## src/rtl/pe_array_ctrl.sv

```systemverilog
// -----------------------------------------------------------------------------
// pe_array_ctrl
//   Sequencer for a K x K array of PE cells (pixel DFF + weight DFF + multiplier).
//   For each layer pass it clears the PE weight registers and loads K*K weights.
//   It then streams a raster-order feature map through the array. It drives the
//   shared 4:1 pixel-mux select and flags every cycle in which the adder-tree
//   output carries the products of a complete window.
//
//   Optional feature: define PE_CTRL_PERF_EN to add the stall_cnt output, a
//   saturating count of STREAM cycles with px_valid low.
//
// Parameters
//   K_MAX     largest kernel side accepted on cfg_k
//   DIM_W     width of image dimensions and row/col counters
//   PIPE_LAT  cycles from pixel handshake to product valid (>= 1)
//
// Ports
//   CLK, RST     clock; synchronous active-high reset
//   start        begin a pass (IDLE only); cfg_k/cfg_w/cfg_h latched then
//   abort        synchronous return to IDLE, overrides everything but RST
//   cfg_k/w/h    kernel side, image width, image height
//   busy         high in every state except IDLE
//   done         1-cycle pulse at end of pass
//   cfg_err      1-cycle pulse, cycle after a start with an unusable config
//   pe_rst_w     clears all PE weight registers
//   w_ld, w_idx  weight-load strobe and row-major PE index
//   px_valid     feature pixel available
//   px_ready     pixel accepted (STREAM only)
//   pe_sel       PE mux: 0 HOLD, 1 SHIFT, 2 LOAD, 3 WRAP
//   win_valid    complete window at adder-tree output
//   win_row/col  output coordinates of that window
//   stall_cnt    (PE_CTRL_PERF_EN only) STREAM cycles with px_valid low
// -----------------------------------------------------------------------------
module pe_array_ctrl #(
   parameter int unsigned K_MAX    = 5,
   parameter int unsigned DIM_W    = 7,
   parameter int unsigned PIPE_LAT = 1
) (
   input  logic             CLK,
   input  logic             RST,
   input  logic             start,
   input  logic             abort,
   input  logic [2:0]       cfg_k,
   input  logic [DIM_W-1:0] cfg_w,
   input  logic [DIM_W-1:0] cfg_h,
   output logic             busy,
   output logic             done,
   output logic             cfg_err,
   output logic             pe_rst_w,
   output logic             w_ld,
   output logic [4:0]       w_idx,
   input  logic             px_valid,
   output logic             px_ready,
   output logic [1:0]       pe_sel,
   output logic             win_valid,
   output logic [DIM_W-1:0] win_row,
`ifdef PE_CTRL_PERF_EN
   output logic [DIM_W-1:0] win_col,
   output logic [15:0]      stall_cnt
`else
   output logic [DIM_W-1:0] win_col
`endif
);

   localparam logic [1:0] SEL_HOLD  = 2'd0;
   localparam logic [1:0] SEL_SHIFT = 2'd1;
   localparam logic [1:0] SEL_LOAD  = 2'd2;
   localparam logic [1:0] SEL_WRAP  = 2'd3;

   localparam int unsigned DCW = (PIPE_LAT > 1) ? $clog2(PIPE_LAT + 1) : 1;

   typedef enum logic [2:0] {
      StIdle,
      StWclr,
      StWload,
      StStream,
      StDrain,
      StDone
   } state_t;

   state_t state, state_next;

   // Latched configuration for the running pass
   logic [2:0]       k_reg;
   logic [DIM_W-1:0] w_reg;
   logic [DIM_W-1:0] h_reg;

   // Raster position of the next pixel to be accepted
   logic [DIM_W-1:0] row;
   logic [DIM_W-1:0] col;

   logic [4:0]       widx;
   logic [DCW-1:0]   drain_cnt;
   logic             cfg_err_reg;

   // Window-flag delay line, aligned with the PE/multiplier pipeline
   logic             dly_v   [PIPE_LAT];
   logic [DIM_W-1:0] dly_row [PIPE_LAT];
   logic [DIM_W-1:0] dly_col [PIPE_LAT];

`ifdef PE_CTRL_PERF_EN
   logic [15:0]      stall_reg;
`endif

   // ---------------------------------------------------------------------------
   // Configuration check and derived values
   // ---------------------------------------------------------------------------
   logic [DIM_W-1:0] k_in_ext;
   logic [DIM_W-1:0] k_reg_ext;
   logic [DIM_W-1:0] k_m1;
   logic [5:0]       kk;
   logic             cfg_ok;
   logic             accept;
   logic             hs;
   logic             last_col;
   logic             last_px;
   logic             win_ok;
   logic             wload_end;
   logic             drain_end;

   always_comb begin
      k_in_ext  = DIM_W'(cfg_k);
      k_reg_ext = DIM_W'(k_reg);
      k_m1      = k_reg_ext - DIM_W'(1);
      kk        = 6'(k_reg) * 6'(k_reg);
      cfg_ok    = (cfg_k != 3'd0) && (cfg_k <= 3'(K_MAX)) &&
                  (k_in_ext <= cfg_w) && (k_in_ext <= cfg_h);
      // abort wins over a simultaneous start
      accept    = (state == StIdle) && start && cfg_ok && !abort;
      hs        = (state == StStream) && px_valid;
      last_col  = (col == w_reg - DIM_W'(1));
      last_px   = hs && last_col && (row == h_reg - DIM_W'(1));
      win_ok    = (row >= k_m1) && (col >= k_m1);
      wload_end = ({1'b0, widx} == kk - 6'd1);
      drain_end = (drain_cnt == DCW'(PIPE_LAT - 1));
   end

   // ---------------------------------------------------------------------------
   // FSM: state register
   // ---------------------------------------------------------------------------
   always_ff @(posedge CLK) begin
      if (RST) begin
         state <= StIdle;
      end else begin
         state <= state_next;
      end
   end

   // ---------------------------------------------------------------------------
   // FSM: next-state logic
   // ---------------------------------------------------------------------------
   always_comb begin
      state_next = state;
      unique case (state)
         StIdle:   if (accept) state_next = StWclr;
         StWclr:   state_next = StWload;
         StWload:  if (wload_end) state_next = StStream;
         StStream: if (last_px) state_next = StDrain;
         StDrain:  if (drain_end) state_next = StDone;
         StDone:   state_next = StIdle;
         default:  state_next = StIdle;
      endcase
      if (abort) begin
         state_next = StIdle;
      end
   end

   // ---------------------------------------------------------------------------
   // FSM: outputs
   // ---------------------------------------------------------------------------
   always_comb begin
      busy      = (state != StIdle);
      done      = (state == StDone);
      pe_rst_w  = (state == StWclr);
      w_ld      = (state == StWload);
      w_idx     = (state == StWload) ? widx : 5'd0;
      px_ready  = (state == StStream);
      cfg_err   = cfg_err_reg;
      pe_sel    = SEL_HOLD;
      if (hs) begin
         if (col != '0) begin
            pe_sel = SEL_SHIFT;
         end else if (row == '0) begin
            pe_sel = SEL_LOAD;
         end else begin
            pe_sel = SEL_WRAP;
         end
      end
      win_valid = dly_v[PIPE_LAT-1];
      win_row   = dly_row[PIPE_LAT-1];
      win_col   = dly_col[PIPE_LAT-1];
`ifdef PE_CTRL_PERF_EN
      stall_cnt = stall_reg;
`endif
   end

   // ---------------------------------------------------------------------------
   // Datapath: config latch, counters, window delay line
   // ---------------------------------------------------------------------------
   always_ff @(posedge CLK) begin
      if (RST || abort) begin
         k_reg       <= '0;
         w_reg       <= '0;
         h_reg       <= '0;
         row         <= '0;
         col         <= '0;
         widx        <= '0;
         drain_cnt   <= '0;
         cfg_err_reg <= 1'b0;
         for (int unsigned i = 0; i < PIPE_LAT; i++) begin
            dly_v[i]   <= 1'b0;
            dly_row[i] <= '0;
            dly_col[i] <= '0;
         end
`ifdef PE_CTRL_PERF_EN
         stall_reg   <= '0;
`endif
      end else begin
         cfg_err_reg <= (state == StIdle) && start && !cfg_ok;

         if (accept) begin
            k_reg     <= cfg_k;
            w_reg     <= cfg_w;
            h_reg     <= cfg_h;
            row       <= '0;
            col       <= '0;
            widx      <= '0;
            drain_cnt <= '0;
`ifdef PE_CTRL_PERF_EN
            stall_reg <= '0;
`endif
         end

         if (state == StWload) begin
            widx <= wload_end ? 5'd0 : widx + 5'd1;
         end

         if (hs) begin
            if (last_col) begin
               col <= '0;
               row <= row + DIM_W'(1);
            end else begin
               col <= col + DIM_W'(1);
            end
         end

         if (state == StDrain) begin
            drain_cnt <= drain_cnt + DCW'(1);
         end

         // Stage 0 captures the handshake; bubbles travel down as zeros
         dly_v[0]   <= hs && win_ok;
         dly_row[0] <= (hs && win_ok) ? row - k_m1 : '0;
         dly_col[0] <= (hs && win_ok) ? col - k_m1 : '0;
         for (int unsigned i = 1; i < PIPE_LAT; i++) begin
            dly_v[i]   <= dly_v[i-1];
            dly_row[i] <= dly_row[i-1];
            dly_col[i] <= dly_col[i-1];
         end

`ifdef PE_CTRL_PERF_EN
         if ((state == StStream) && !px_valid && (stall_reg != 16'hFFFF)) begin
            stall_reg <= stall_reg + 16'd1;
         end
`endif
      end
   end

endmodule

```

## config.mk

```make
export PLATFORM = sky130hd
export DESIGN_NAME = pe_array_ctrl
export DESIGN_NICKNAME = d
export VERILOG_FILES = /design/src/rtl/pe_array_ctrl.sv
export SDC_FILE = /design/constraint.sdc
export NUM_CORES = 1
export LEC_CHECK = 0
export ABC_AREA = 1
export CAP_MARGIN = 20
export CORE_MARGIN = 4
export CORE_UTILIZATION = 50
export CTS_CLUSTER_SIZE = 30
export DETAILED_ROUTE_END_ITERATION = 10
export PLACE_DENSITY = 0.75
export SKIP_CTS_REPAIR_TIMING = 1
export SLEW_MARGIN = 20
export SYNTH_ARGS = -nofsm -noshare
export SYNTH_HDL_FRONTEND = slang
export SYNTH_SLANG_ARGS = --single-unit
```

## constraint.sdc

```tcl
create_clock -name CLK -period 3.2 [get_ports CLK]
set_clock_uncertainty 0.1 [all_clocks]
set_input_delay 0.48 -clock CLK [delete_from_list [all_inputs] [get_ports CLK]]
set_output_delay 0.48 -clock CLK [all_outputs]
set_load 0.05 [all_outputs]
```

# Word-level counts from Yosys, hierarchy flattened
# Memory sizes are Yosys's and may differ from the RTL's.
# Cells that the tools add are included.
dict set report op_classes {
  n_addsub 10
  mul 1
  n_lt_le_gt_ge 5
  n_eq_ne 12
  mux 31
  reduce_logical 28
}
# op n
set ops {}
lappend ops {{$mux W7} 10}
lappend ops {{$mux W5} 4}
lappend ops {{$pmux W3 S5} 1}
lappend ops {{$add A7 B1 Y7 const B} 2}
lappend ops {{$eq A7 B7 Y1} 2}
lappend ops {{$ge A7 B7 Y1} 2}
lappend ops {{$le A3 B7 Y1} 2}
lappend ops {{$reduce_or A7 Y1} 2}
lappend ops {{$sub A7 B1 Y7 const B} 2}
lappend ops {{$sub A7 B7 Y7} 2}
lappend ops {{$logic_and A1 B1 Y1} 12}
lappend ops {{$mux W3} 4}
lappend ops {{$mux W1} 10}
lappend ops {{$logic_not A7 Y1} 1}
lappend ops {{$reduce_bool A7 Y1} 1}
lappend ops {{$eq A3 B2 Y1 const B} 2}
lappend ops {{$eq A3 B3 Y1 const B} 2}
lappend ops {{$eq A5 B6 Y1} 1}
lappend ops {{$mul A3 B3 Y6} 1}
lappend ops {{$reduce_bool A2 Y1} 3}
lappend ops {{$reduce_bool A3 Y1} 2}
lappend ops {{$sub A6 B1 Y6 const B} 1}
lappend ops {{$add A5 B1 Y5 const B} 1}
lappend ops {{$mux W2} 2}
lappend ops {{other kinds (12)} 15}
dict set report totals {
  reg_bits 41
  ramBits 15
  elab_cells 99
  memories 3
}
# name words word_bits read_ports rd_ports_with_merged_regs write_ports line
set memory_table {}
lappend memory_table {dly_col 1 7 1 0 1 99} ;# logic [DIM_W-1:0] dly_col [PIPE_LAT];
lappend memory_table {dly_row 1 7 1 0 1 98} ;# logic [DIM_W-1:0] dly_row [PIPE_LAT];
lappend memory_table {dly_v 1 1 1 0 1 97} ;# logic dly_v [PIPE_LAT];

# Logic depth before layout (Yosys ltp)
# Gate-level depths: netlist of the first run.
dict set report depth {
  depth_word 9
  mapped_depth 16
  mapped_depth_nobuf 16
}

# Worst setup path before layout of the first run
# Ideal clock, no wire load.
dict set report synth_path {
  path_kind {flip-flop to output port}
  start {register state[2]}
  end {output port w_idx[0]}
  arrival_ns 2.771
  required_ns 2.620
  path_slack_ns -0.151
  path_stages_with_launch 4
  cell_sequence {dfxtp_1 > nor3_1 > inv_1 > nor2_1}
}
dict set report synth_via {
  elab_chain_len 2
}
# element line
set synth_rtl {}
lappend synth_rtl {{start: declaration} 81} ;# state_t state, state_next;
lappend synth_rtl {{start signal: assignment} 143} ;# state <= StIdle;
lappend synth_rtl {{start signal: assignment} 145} ;# state <= state_next;
lappend synth_rtl {{$eq A3 B2 Y1} n/a}
lappend synth_rtl {{named net w_ld} 50} ;# output logic w_ld,
lappend synth_rtl {{$mux W5} 176} ;# w_idx = (state == StWload) ? widx : 5'd0;
lappend synth_rtl {{end: declaration} 51} ;# output logic [4:0] w_idx,
# The timed path passes the listed nets, and every way through them passes these cells.

# Final worst setup path of the first run
dict set report layout_path {
  start {register state[2]}
  end {output port w_idx[0]}
}
dict set report layout_via {
  elab_chain_len 2
}
# element line
set layout_rtl {}
lappend layout_rtl {{$eq A3 B2 Y1} 176}
lappend layout_rtl {{$mux W5} 176}
# Every way passes these cells.

==> results of run 1 <==
[power breakdown]
part           internal (mW)  switching (mW)  total (mW)
Sequential             0.708          0.0126       0.720
Combinational          0.121           0.183       0.303
Clock                  0.177           0.220       0.398
[cell families (layout without fill, tap and decap cells)]
family	count (synthesis)	count (layout)
adder cells (fa/ha/maj)	35	35
AND/OR/NAND/NOR	267	267
buffers and inverters	89	140
AO/OA/AOI/OAI	89	89
flip-flops	56	56
XOR/XNOR	33	33
[placed cells by master, fill, tap and decap left out, types with 2 or more instances in the layout]
master           Yosys  layout
o2111ai_1            2       2
nand3b_1             2       2
nand2_1            120     120
nor2_1              78      78
ha_1                33      33
clkdlybuf4s50_1      0      49
nor3_1               6       5
clkbuf_1             4       2
nand3_1             43      43
clkbuf_8             0       6
o21ai_0             32      32
nand4_1              6       6
a21oi_1             50      50
dfxtp_1             56      56
xnor2_1             15      15
buf_4                0       6
fa_1                 2       2
nor2_4               4       4
inv_2                3       3
xor2_1              18      18
inv_1               73      73
[final cells by class]
cell class,instances,share of cell area
clock buffers,8,0.0198
inverters,77,0.0645
multi-input cells,424,0.525
flip-flops and latches,56,0.246
well taps,99,0.0272
repair buffers,55,0.118
[stage by stage]
stage / area, µm² / worst slack [ns] / instances
2_1_floorplan: 3870 / 0.451 / 569
3_3_place_gp: 4470 / 0.482 / 711
3_5_place_dp: 4470 / 0.361 / 711
4_1_cts: 4560 / 0.269 / 719
5_1_grt: 4560 / 0.171 / 719
6_report: 4560 / 0.266 / 719
[path summary, 6_finish.rpt]
kind / slack (ns) / end / startpoint
max: 0.27 / w_idx[0] / state[2]
min: 0.39 / widx[4] / widx[4]
max reg2reg: 0.50 / dly_row[0][2] / k_reg[0]
min reg2reg: 0.39 / widx[4] / widx[4]
[layer usage]
layer  up-vias  part of all wire  GRT usage
met2        83              0.48      0.357
met3         5             0.045     0.0352
li1       1926                 -          -
met1      1641              0.47      0.256
met4         0            0.0083     0.0545
met5         -                 0          0
[worst max-delay path, cell delays in order, from the launching register on]
cell and delay [ns]:
dfxtp_1 0.40, nor3_2 0.36, inv_1 0.23, nor2_1 0.21, clkdlybuf4s50_1 0.85
[cells in the mapped netlist (2+ instances only)]
library cell | instances | share of area
a21oi_1 | 50 | 0.065
nor2_1 | 78 | 0.076
o21ai_0 | 32 | 0.041
inv_1 | 73 | 0.071
xnor2_1 | 15 | 0.034
nor3_1 | 6 | 0.0078
clkbuf_1 | 4 | 0.0039
nand3_1 | 43 | 0.056
fa_1 | 2 | 0.010
nand4_1 | 6 | 0.0097
nand3b_1 | 2 | 0.0039
inv_2 | 3 | 0.0029
nand2_1 | 120 | 0.12
o2111ai_1 | 2 | 0.0045
xor2_1 | 18 | 0.041
buf_2 | 4 | 0.0052
ha_1 | 33 | 0.11
dfxtp_1 | 56 | 0.29
nor2_4 | 4 | 0.012
buf_6 | 2 | 0.0058
==> flow_summary.json, run 1 <==
{
  "synth_top_family_by_area": "simple AND/OR/NAND/NOR gates",
  "ys_types": 36,
  "rsz0062_at_grt": "no",
  "nNetsFinal": 676,
  "fin_crit_ns": 2.93,
  "clock_sinks": 56,
  "final_hold_viol_count": 0,
  "synthArstFlopShare": 0,
  "crit_fanout": 7,
  "synthAdderAreaFrac": 0.117,
  "clock.fmax_mhz": 341,
  "startpoint_type": "flop",
  "clockBufferDepth": 2,
  "grt_pass1_vias": 3457,
  "drt-pass1-iter-count": 5,
  "grt.overflow.total": 0,
  "ir_drop_mv": 0.230,
  "ios": 50,
  "cp.arrival_ns": 2.35,
  "rows": 31,
  "fin_util": 0.618,
  "finalCritPeriodShare": 0.917,
  "clock-root-buffer": "clkbuf_8",
  "grt_max_degree": 19,
  "powerDensity_nw_per_um2": 312,
  "multi_input_area_um2": 2390,
  "place_congestion": 0.944,
  "yosysWarningCount": 0,
  "cp-end-kind": "output port",
  "grt.total_usage": 0.203,
  "clk_latency_ns": 0.31,
  "outcome": "finished, final reports clean",
  "fp.dieH_um": 96.0,
  "hold_class": "reg2reg",
  "maxCapViolations": 0,
  "setup_violations": 0,
  "holdWs_ns": 0.395,
  "synth_top_flop_cell": "dfxtp_1",
  "syn_avg_cell_area_um2": 6.80,
  "wl_um": 8730,
  "ys_seq_area_frac": 0.290,
  "io_buffers": 49,
  "syn-num-nets": 626,
  "areaGrowthSynthToFinish_pct": 17.8,
  "synthMuxAreaShare": 0,
  "cts_tree": "yes",
  "grt_pass1_wl_um": 15100,
  "leakagePower_nw": 2.06,
  "vias": 3655,
  "initial_core_util": 0.525,
  "drtIter0Drc": 206,
  "final_layout_size_suffix_gt1_frac": 0.0468,
  "synth-edff-count": 0,
  "syn-cell-area_um2": 3870,
  "fillers": 692,
  "rr_worst_depth": 10,
  "vias_per_cell": 5.08,
  "diodes": 0,
  "min_path_cells": 2,
  "tightest_slew_ns": 0.513,
  "hpwl_um": 7000,
  "die_x_um": 96.0,
  "setup_tns_ns": 0,
  "synthSimpleGateAreaFrac": 0.303,
  "synth_compound_area_frac": 0.122,
  "critPathRequiredTime_ns": 2.62,
  "coreArea_um2": 7370,
  "drc_errors": 0,
  "die_area_um2": 9210,
  "h-tree-depth": 2,
  "syn_inst": 569,
  "ant_nets": 0,
  "worstSetupPathType": "reg2out",
  "synth-seq-cells": 56,
  "p_total_mw": 1.42,
  "relSlewSlack": 0.657,
  "synthXorXnorAreaFrac": 0.0747,
  "detail_route.wl_per_cell_um": 12.1,
  "cts_buffers": 5,
  "antenna_found_initial": 0,
  "cts.clk_slew.worst_paths_ns": 0.09,
  "slew_violations": 0,
  "regArea_um2": 1120
}
Power figures use the tool's default switching activity.
==> run 2: changes to the inputs <==
--- a/config.mk
+++ b/config.mk
@@ -6,7 +6,6 @@
 export NUM_CORES = 1
 export LEC_CHECK = 0
 export ABC_AREA = 1
-export CAP_MARGIN = 20
 export CORE_MARGIN = 4
 export CORE_UTILIZATION = 50
 export CTS_CLUSTER_SIZE = 30
==> results of run 2 <==
Final layout, timing and power as in run 1 (identical DEF).
